## config.mk

```make
export PLATFORM = sky130hd
export DESIGN_NAME = exc_commit_ctrl
export DESIGN_NICKNAME = d
export VERILOG_FILES = /design/src/rtl/exc_commit_ctrl_pkg.sv /design/src/rtl/exc_commit_ctrl_prio_enc.sv /design/src/rtl/exc_commit_ctrl.sv
export SDC_FILE = /design/constraint.sdc
export NUM_CORES = 1
export LEC_CHECK = 0
export CELL_PAD_IN_SITES_DETAIL_PLACEMENT = 0
export CELL_PAD_IN_SITES_GLOBAL_PLACEMENT = 1
export CORE_MARGIN = 2
export CORE_UTILIZATION = 29
export CTS_BUF_LIST = sky130_fd_sc_hd__clkbuf_4
export DETAILED_ROUTE_END_ITERATION = 8
export PLACE_DENSITY_LB_ADDON = 0.1
export SLEW_MARGIN = 20
export SYNTH_ARGS = -nofsm -noshare
export SYNTH_HDL_FRONTEND = slang
export SYNTH_HIERARCHICAL = 1
export SYNTH_SLANG_ARGS = --single-unit
```

## constraint.sdc

```tcl
create_clock -name clk -period 3.1 [get_ports clk]
set_clock_uncertainty 0.2 [all_clocks]
set_input_delay 0.31 -clock clk [delete_from_list [all_inputs] [get_ports clk]]
set_output_delay 0.31 -clock clk [all_outputs]
set_load 0.05 [all_outputs]
```

## src/rtl/exc_commit_ctrl_pkg.sv

```systemverilog
// Purpose : shared commit-point types: exception flag vector, cause codes, FSM states.
// Latency : n/a (types and constants only).
// Backpr. : n/a.
package cpuDefine;

    // Flags are listed in resolution priority order, highest first (MSB = adef).
    typedef struct packed {
        logic adef;
        logic tlbr_f;
        logic pif;
        logic ppi_f;
        logic ine;
        logic ipe;
        logic sys;
        logic brk;
        logic ale;
        logic adem;
        logic tlbr_m;
        logic pil;
        logic pis;
        logic pme;
        logic ppi_m;
    } exc_vec_t;

    localparam logic [5:0] ECODE_INT       = 6'h00;
    localparam logic [5:0] ECODE_PIL       = 6'h01;
    localparam logic [5:0] ECODE_PIS       = 6'h02;
    localparam logic [5:0] ECODE_PIF       = 6'h03;
    localparam logic [5:0] ECODE_PME       = 6'h04;
    localparam logic [5:0] ECODE_PPI       = 6'h07;
    localparam logic [5:0] ECODE_ADEF_ADEM = 6'h08;
    localparam logic [5:0] ECODE_ALE       = 6'h09;
    localparam logic [5:0] ECODE_SYS       = 6'h0B;
    localparam logic [5:0] ECODE_BRK       = 6'h0C;
    localparam logic [5:0] ECODE_INE       = 6'h0D;
    localparam logic [5:0] ECODE_IPE       = 6'h0E;
    localparam logic [5:0] ECODE_TLBR      = 6'h3F;

    localparam logic [8:0] ESUB_ADEF       = 9'd0;
    localparam logic [8:0] ESUB_ADEM       = 9'd1;

    typedef enum logic [1:0] {
        ST_RUN,
        ST_COMMIT,
        ST_DRAIN,
        ST_HALT
    } commit_state_t;

    // Source of the BADV value captured alongside a cause.
    typedef enum logic [1:0] {
        BADV_ZERO,
        BADV_PC,
        BADV_ADDR
    } badv_sel_t;

endpackage

```

## src/rtl/exc_commit_ctrl_prio_enc.sv

```systemverilog
// Purpose : resolves interrupt + exception flags into one cause {vld, excode, esubcode, badv_sel}.
// Latency : combinational.
// Backpr. : none.
// Ports   : exc_vec/int_pend in; enc_vld, enc_excode, enc_esubcode, enc_badv_sel out.
module exc_prio_enc
    import cpuDefine::*;
(
    input  exc_vec_t         exc_vec,
    input  logic             int_pend,
    output logic             enc_vld,
    output logic [5:0]       enc_excode,
    output logic [8:0]       enc_esubcode,
    output badv_sel_t        enc_badv_sel
);

    always_comb begin
        enc_vld      = 1'b1;
        enc_excode   = ECODE_INT;
        enc_esubcode = 9'd0;
        enc_badv_sel = BADV_ZERO;
        if (int_pend) begin
            enc_excode = ECODE_INT;
        end else if (exc_vec.adef) begin
            enc_excode   = ECODE_ADEF_ADEM;
            enc_esubcode = ESUB_ADEF;
            enc_badv_sel = BADV_PC;
        end else if (exc_vec.tlbr_f) begin
            enc_excode   = ECODE_TLBR;
            enc_badv_sel = BADV_ADDR;
        end else if (exc_vec.pif) begin
            enc_excode   = ECODE_PIF;
            enc_badv_sel = BADV_ADDR;
        end else if (exc_vec.ppi_f) begin
            enc_excode   = ECODE_PPI;
            enc_badv_sel = BADV_ADDR;
        end else if (exc_vec.ine) begin
            enc_excode = ECODE_INE;
        end else if (exc_vec.ipe) begin
            enc_excode = ECODE_IPE;
        end else if (exc_vec.sys) begin
            enc_excode = ECODE_SYS;
        end else if (exc_vec.brk) begin
            enc_excode = ECODE_BRK;
        end else if (exc_vec.ale) begin
            enc_excode   = ECODE_ALE;
            enc_badv_sel = BADV_ADDR;
        end else if (exc_vec.adem) begin
            enc_excode   = ECODE_ADEF_ADEM;
            enc_esubcode = ESUB_ADEM;
            enc_badv_sel = BADV_ADDR;
        end else if (exc_vec.tlbr_m) begin
            enc_excode   = ECODE_TLBR;
            enc_badv_sel = BADV_ADDR;
        end else if (exc_vec.pil) begin
            enc_excode   = ECODE_PIL;
            enc_badv_sel = BADV_ADDR;
        end else if (exc_vec.pis) begin
            enc_excode   = ECODE_PIS;
            enc_badv_sel = BADV_ADDR;
        end else if (exc_vec.pme) begin
            enc_excode   = ECODE_PME;
            enc_badv_sel = BADV_ADDR;
        end else if (exc_vec.ppi_m) begin
            enc_excode   = ECODE_PPI;
            enc_badv_sel = BADV_ADDR;
        end else begin
            enc_vld = 1'b0;
        end
    end

endmodule

```

## src/rtl/exc_commit_ctrl.sv

```systemverilog
// Purpose : commit-point sequencer turning exc/int/ertn/refetch/idle into one CSR event pulse.
// Latency : accept in N, pulse in N+1, flush N+1..N+2, next accept no earlier than N+3.
// Backpr. : wb_ready (state-only) drops from the commit cycle until the drain completes.
// Ports   : clk/reset; wb_* retiring instruction in, wb_ready out; ie/lie/is interrupt status;
//           is_exc/is_ertn/is_fetch_again pulses with excode/esubcode/badvaddr/csr_pc; flush; halted.
// Config  : EXC_COMMIT_IDLE_EN adds the HALT state so `idle` parks the core until an interrupt.
module exc_commit_ctrl
    import cpuDefine::*;
#(
    parameter logic [31:0] PC_RESET = 32'h1c00_0000
) (
    input  logic        clk,
    input  logic        reset,
    input  logic        wb_valid,
    output logic        wb_ready,
    input  logic [31:0] wb_pc,
    input  exc_vec_t    wb_exc,
    input  logic [31:0] wb_badv,
    input  logic        wb_is_ertn,
    input  logic        wb_is_refetch,
    input  logic        wb_is_idle,
    input  logic        ie,
    input  logic [11:0] lie,
    input  logic [11:0] is,
    output logic        is_exc,
    output logic [5:0]  excode,
    output logic [8:0]  esubcode,
    output logic [31:0] badvaddr,
    output logic [31:0] csr_pc,
    output logic        is_ertn,
    output logic        is_fetch_again,
    output logic        flush,
    output logic        halted
);

    commit_state_t state_q, state_d;
    logic          is_exc_q, is_exc_d;
    logic          is_ertn_q, is_ertn_d;
    logic          fa_q, fa_d;
    logic          flush_q, flush_d;
    logic          halted_q, halted_d;
    logic [5:0]    excode_q, excode_d;
    logic [8:0]    esub_q, esub_d;
    logic [31:0]   badv_q, badv_d;
    logic [31:0]   csr_pc_q, csr_pc_d;
`ifdef EXC_COMMIT_IDLE_EN
    logic          commit_idle_q, commit_idle_d;
`else
    logic          unused_idle;
    assign unused_idle = wb_is_idle;
`endif

    logic          int_pend;
    logic          enc_vld;
    logic [5:0]    enc_excode;
    logic [8:0]    enc_esubcode;
    badv_sel_t     enc_badv_sel;

    assign int_pend = ie & (|(lie & is));

    exc_prio_enc u_prio_enc (
        .exc_vec      (wb_exc),
        .int_pend     (int_pend),
        .enc_vld      (enc_vld),
        .enc_excode   (enc_excode),
        .enc_esubcode (enc_esubcode),
        .enc_badv_sel (enc_badv_sel)
    );

    always_comb begin
        state_d   = state_q;
        is_exc_d  = 1'b0;
        is_ertn_d = 1'b0;
        fa_d      = 1'b0;
        excode_d  = excode_q;
        esub_d    = esub_q;
        badv_d    = badv_q;
        csr_pc_d  = csr_pc_q;
`ifdef EXC_COMMIT_IDLE_EN
        commit_idle_d = commit_idle_q;
`endif
        case (state_q)
            ST_RUN: begin
                if (wb_valid) begin
                    if (enc_vld) begin
                        state_d  = ST_COMMIT;
                        is_exc_d = 1'b1;
                        excode_d = enc_excode;
                        esub_d   = enc_esubcode;
                        csr_pc_d = wb_pc;
                        case (enc_badv_sel)
                            BADV_PC:   badv_d = wb_pc;
                            BADV_ADDR: badv_d = wb_badv;
                            default:   badv_d = 32'd0;
                        endcase
                    end else if (wb_is_ertn) begin
                        state_d   = ST_COMMIT;
                        is_ertn_d = 1'b1;
                        csr_pc_d  = wb_pc;
                    end else if (wb_is_refetch) begin
                        state_d  = ST_COMMIT;
                        fa_d     = 1'b1;
                        csr_pc_d = wb_pc;
                    end
`ifdef EXC_COMMIT_IDLE_EN
                    else if (wb_is_idle) begin
                        // No pulse now; csr_pc already holds the resume PC for the wake-up interrupt.
                        state_d       = ST_COMMIT;
                        commit_idle_d = 1'b1;
                        csr_pc_d      = wb_pc + 32'd4;
                    end
`endif
                end
            end
            ST_COMMIT: begin
`ifdef EXC_COMMIT_IDLE_EN
                state_d       = commit_idle_q ? ST_HALT : ST_DRAIN;
                commit_idle_d = 1'b0;
`else
                state_d = ST_DRAIN;
`endif
            end
            ST_DRAIN: begin
                state_d  = ST_RUN;
                csr_pc_d = PC_RESET;
            end
`ifdef EXC_COMMIT_IDLE_EN
            ST_HALT: begin
                if (int_pend) begin
                    state_d  = ST_COMMIT;
                    is_exc_d = 1'b1;
                    excode_d = ECODE_INT;
                    esub_d   = 9'd0;
                    badv_d   = 32'd0;
                end
            end
`endif
            default: begin
                state_d  = ST_RUN;
                csr_pc_d = PC_RESET;
            end
        endcase
        flush_d  = (state_d != ST_RUN);
        halted_d = (state_d == ST_HALT);
    end

    always_ff @(posedge clk) begin
        if (reset) begin
            state_q   <= ST_RUN;
            is_exc_q  <= 1'b0;
            is_ertn_q <= 1'b0;
            fa_q      <= 1'b0;
            flush_q   <= 1'b0;
            halted_q  <= 1'b0;
            excode_q  <= 6'd0;
            esub_q    <= 9'd0;
            badv_q    <= 32'd0;
            csr_pc_q  <= PC_RESET;
`ifdef EXC_COMMIT_IDLE_EN
            commit_idle_q <= 1'b0;
`endif
        end else begin
            state_q   <= state_d;
            is_exc_q  <= is_exc_d;
            is_ertn_q <= is_ertn_d;
            fa_q      <= fa_d;
            flush_q   <= flush_d;
            halted_q  <= halted_d;
            excode_q  <= excode_d;
            esub_q    <= esub_d;
            badv_q    <= badv_d;
            csr_pc_q  <= csr_pc_d;
`ifdef EXC_COMMIT_IDLE_EN
            commit_idle_q <= commit_idle_d;
`endif
        end
    end

    assign wb_ready       = (state_q == ST_RUN);
    assign is_exc         = is_exc_q;
    assign is_ertn        = is_ertn_q;
    assign is_fetch_again = fa_q;
    assign flush          = flush_q;
    assign halted         = halted_q;
    assign excode         = excode_q;
    assign esubcode       = esub_q;
    assign badvaddr       = badv_q;
    assign csr_pc         = csr_pc_q;

endmodule

```

---- Yosys cells after proc, flatten, opt, wreduce, memory -nomap -nowiden ----
Index checks and enable logic that the tools add are counted.
cells by class
  equality and inequality tests ........... 6
  bitwise operators ....................... 5
  reductions and logical operators ........ 8
  muxes and demuxes ....................... 73
operators by type and width
  operator                                       count
  two-way mux 32 bit                             4
  one-hot mux 32 bit (2 select lines)            2
  two-way mux 6 bit                              15
  two-way mux 9 bit                              10
  two-way mux 2 bit                              20
  two-way mux 1 bit                              20
  AND 12 bit                                     1
  OR reduction 12 bit                            1
  AND reduction 3 bit                            2
  OR reduction 5 bit                             1
  == test 2 x 1 -> 1 bit, second input constant  2
  == test 2 bit, second input constant           2
  != test 4 x 1 -> 1 bit, second input constant  1
  one-hot mux 2 bit (2 select lines)             1
  OR reduction 4 bit                             1
  two-way mux 3 bit                              1
  inverter 1 bit                                 3
  OR reduction 3 bit                             1
  logical NOT 2 bit                              1
  != test 2 bit, second input constant           1
  nonzero test 2 bit                             1
  AND 1 bit                                      1
word-level totals
  word-level logic and storage cells ...... 102
  output and inout bits ................... 85
  bits of input ports ..................... 110
  register bits ........................... 86

---- Logic depth before layout (Yosys ltp) ----
  depth after elaboration ................. 20
  depth in mapped cells ................... 11

---- Hierarchy ----
The synthesis kept the hierarchy.
modules (own cells, without submodules)
  module           area an instance (um^2)  cells each  seq. area each (um^2)  instances
  exc_commit_ctrl  3477.1                   358         1721.7                 1
  exc_prio_enc     339.1                    52          0.0                    1

---- Least setup slack after synthesis ----
No wires, ideal clock.
  path kind ............................... input port to flip-flop
  start ................................... input lie[1]
  end ..................................... register badv_q[0], in the netlist badvaddr[0]
  stages on the path ...................... 11
  required time ........................... 2.832 ns
  slack ................................... 0.398 ns
  library setup time ...................... 0.068 ns
  path buffers ............................ 2
  arrival ................................. 2.434 ns
  cell sequence ........................... a22o_1 -> a221oi_1 -> a31oi_1 -> nor2_1 -> o21ai_0 -> a31oi_1 -> ha_1 -> or3_1 -> buf_2 -> buf_6 -> o2bb2ai_2
between the ends
  longest elaborated chain between the ends .. 6
RTL lines
  what                                                            RTL line                        RTL
  start: declaration                                              exc_commit_ctrl.sv:23           input logic [11:0] lie,
  AND 12 bit (*)                                                  exc_commit_ctrl.sv:59           assign int_pend = ie & (|(lie & is));
  OR reduction 12 bit (*)                                         exc_commit_ctrl.sv:59
  AND 1 bit (*)                                                   exc_commit_ctrl.sv:59
  net int_pend                                                    exc_commit_ctrl.sv:53           logic int_pend;
  two-way mux 2 bit (*)                                           exc_commit_ctrl_prio_enc.sv:21  if (int_pend) begin
  net enc_badv_sel[1]                                             exc_commit_ctrl.sv:57           badv_sel_t enc_badv_sel;
  == test 2 bit / == test 2 x 1 -> 1 bit (equally long branches)  exc_commit_ctrl.sv:91           case (enc_badv_sel)
  one-hot mux 32 bit (2 select lines) (*)                         exc_commit_ctrl.sv:91
  end signal: assignment                                          exc_commit_ctrl.sv:171          badv_q <= badv_d;
  end: declaration                                                exc_commit_ctrl.sv:44           logic [31:0] badv_q, badv_d;
Mark *: on every way through the listed nets, which the timed path passes. The rest lies on a longest branch.
A chain may end at the register's enable or synchronous reset.

---- Worst setup path in the final report ----
  start ................................... input lie[4]
  end ..................................... register badv_q[10], in the netlist badvaddr[10]
The elaborated chain is that of the path after synthesis.

==> flow_summary_export.csv <==
group,metric,value,unit
floorplanning,start_util,30.0,%
layout,multi_input_area,0.00188,mm2
placed_design,dp.cells,760,
yosys,seq_area_frac_synth,45.1,%
timing,worstMarginPinSlew,624,ps
timing,hold_viol,0,
critical_path,required,3280,ps
status,status,"finished, final reports clean",
critical_path,start_kind,"input pin",
placed_design,dpl_cell_area,0.00601,mm2
clock_network,cts_root_buffer,"clkbuf_4",
timing,min_period_over_period,92.6,%
layout,area_growth,61.1,%
layout,final_cells,776,
yosys,synth_top_area_share,45.1,%
clock_network,clk_latency,450,ps
floorplanning,die_h,119,um
drt,wl_per_cell,16.1,um
clock_network,cts_resized,0,
pwr,powerDensity,405,mW/mm2
layout,fillers,1273,
timing,finalCriticalPeriod,2870,ps
clock_network,cts_buffers,9,
global_routing,gr-total-overflow,0,
critical_path,crit_cells,11,
floorplanning,dieArea,0.0141,mm2
floorplanning,ios,195,
placed_design,port_buffers,193,
pwr,ir_worst_vdd,0.186,mV
critical_path,cp_slowest_cell,"or3_2",
critical_path,critPathCaptureType,"register",
global_routing,grt_max_degree,33,
timing,slew_headroom,58.4,%
yosys,syn_area,0.00382,mm2
global_routing,grt_pass1_wl,19.8,mm
critical_path,reg2regPathDepth,4,
layout,final_nets,711,
yosys,synth_cells,410,
critical_path,critical_path_buf_inv_count,2,
run,maxCapViolations,0,
layout,drive_above_1_share,13.1,%
yosys,yosys.area.top_type,"dfxtp_1",
floorplanning,rows,41,
yosys,synth_seq_cells,86,
critical_path,path_cells,"clkdlybuf4s50_1 -> a22o_1 -> a221oi_1 -> a31oi_1 -> nor2_1 -> o21ai_0 -> a31oi_1 -> ha_1 -> or3_2 -> buf_4 -> o2bb2ai_1",
drt,drc_errors,0,
global_routing,antenna_found_initial,0,
pwr,power_leakage,0.00214,uW
critical_path,critPathTopFamily,"compound AO/OA/AOI/OAI gates",
critical_path,worstPathArrival,3050,ps
critical_path,cp_max_fo,11,
timing,maxSlewViolCount,0,
placed_design,gp_congestion,0.826,
critical_path,crit_top_cell,"a31oi_1",
global_routing,grt_usage,17.6,%
drt,drt.antenna.violating_nets,0,
clock_network,post-cts-setup-buffers,0,
critical_path,worstSetupPathType,"input pin to register",
placed_design,hpwlAfterDp,9.37,mm
drt,vias_per_cell,4.89,
clock_network,cts_tree,"done",
layout,register_area,0.00172,mm2
global_routing,grt_pass1_vias,3736,
hold_path,hold_path_depth,3,
layout,most-common-layout-cells,"clkdlybuf4s50_1 (193), dfxtp_1 (86), a21oi_1 (47), nand3_1 (35), o21ai_0 (34)",
clock_network,cts_hold_buf,0,
drt,first_pass_iters,4,
yosys,synthFlopType,"dfxtp_1",
layout,design_area,0.00615,mm2
yosys,ys_types,45,
clock_network,cts_max_level,3,
yosys,synth_edf_count,0,
yosys,syn_avg_cell_area,9.31,um2
drt,vias,3797,
layout,final_common_cell,"clkdlybuf4s50_1",
layout,final_util,48.3,%
yosys,netlist_top_cells_area,"dfxtp_1 (45%), o2bb2ai_2 (12%), a22oi_1 (6.5%)",
timing,finalSetupViolCount,0,
clock_network,clock_sinks,86,
critical_path,max_stage_delay,530,ps
clock_network,clk_pin_slew,150,ps
layout,n_antenna_cell,0,
floorplanning,fp.dieW,119,um
drt,finalWirelength,12.5,mm
clock_network,cts.path.max_buffers,2,
drt,first_iter_violations,254,
timing,max_freq,348,MHz
yosys,yosys_warnings,6,
timing,rsz0062_at_grt,"no",
floorplanning,coreArea,0.0127,mm2
timing,fin_setup_tns,0,ps
yosys,synthArstFlopShare,0,%
hold_path,min_path_type,"input pin to register",
## registers in the layout, summed over array words and instances, names as in the netlist
| register | count |
|---|---|
| flush | 1 |
| badvaddr | 32 |
| csr_pc | 32 |
| excode | 6 |
| state_q | 2 |
| is_ertn | 1 |
| is_fetch_again | 1 |
| halted | 1 |
| is_exc | 1 |
| esubcode | 9 |
## report_power, final
group / switching [uW] / internal (uW)
registers: 25.9 / 1150
clock network: 391 / 265
logic: 369 / 289
## cell usage after synthesis (2+ instances only)
cell type   n
a21oi_1    47
a221oi_1    3
a22o_1      3
a22oi_1    33
a31oi_1     2
buf_1       2
buf_2       8
buf_4       9
buf_6       3
clkbuf_1   23
conb_1      2
dfxtp_1    86
ha_1        2
inv_1       5
nand2_1    31
nand2b_1    3
nand3_1    35
nor2_1     12
nor2b_1     3
nor3_1      4
nor4_1      2
nor4b_1     2
o21ai_0    34
o2bb2ai_1   2
o2bb2ai_2  30
or2_2       3
or3_1       3
## worst register-to-register path, delay by kind of cell (launching register included)
family,cells,cell delay [ps]
and+or+nand+nor,1,430
buffers and inverters,1,320
DFF,1,450
AOI/OAI and AO/OA,2,290
## final cells by class
type	instances	area share, %
tap	172	3.50
timing repair buffer	216	35.2
inverter	5	0.305
multi-input combinational	281	30.6
sequential	86	28.0
clock buffer	11	1.34
clock inverter	5	0.977
## logic make-up after synthesis
| kind of cell | share of synthesized area (%) |
|---|---|
| AND/OR/NAND/NOR | 14.5 |
| other | 0.197 |
| AO/OA/AOI/OAI | 32.9 |
| flip-flops | 45.1 |
| adder cells (fa/ha/maj) | 0.656 |
| buffers and inverters | 6.66 |
## through the flow
step                      total power (uW)  hold slack, ps  setup slack (ps)
after global routing                  2620             204              12.7
after detailed placement              1870             246              -278
after floorplan                       1550             187               398
after CTS                             2530             198               214
after global placement                1860             245              -179
final                                 2490             233               230
## metal layers
layer,share of wire [%],GRT usage [%],vias to the layer above
met4,0.90,3.79,0
met1,44,21.3,1776
li1,-,-,1888
met3,7.3,6.52,8
met5,0,0,-
met2,47,29.7,125
## worst paths after layout
kind	startpoint	slack [ps]	to
setup / recovery	lie[4]	230	badvaddr[10]
hold / removal	wb_pc[24]	230	csr_pc[24]
setup reg to reg	state_q[0]	1350	csr_pc[15]
hold reg to reg	esubcode[0]	260	esubcode[0]
Power figures use the tool's default switching activity.
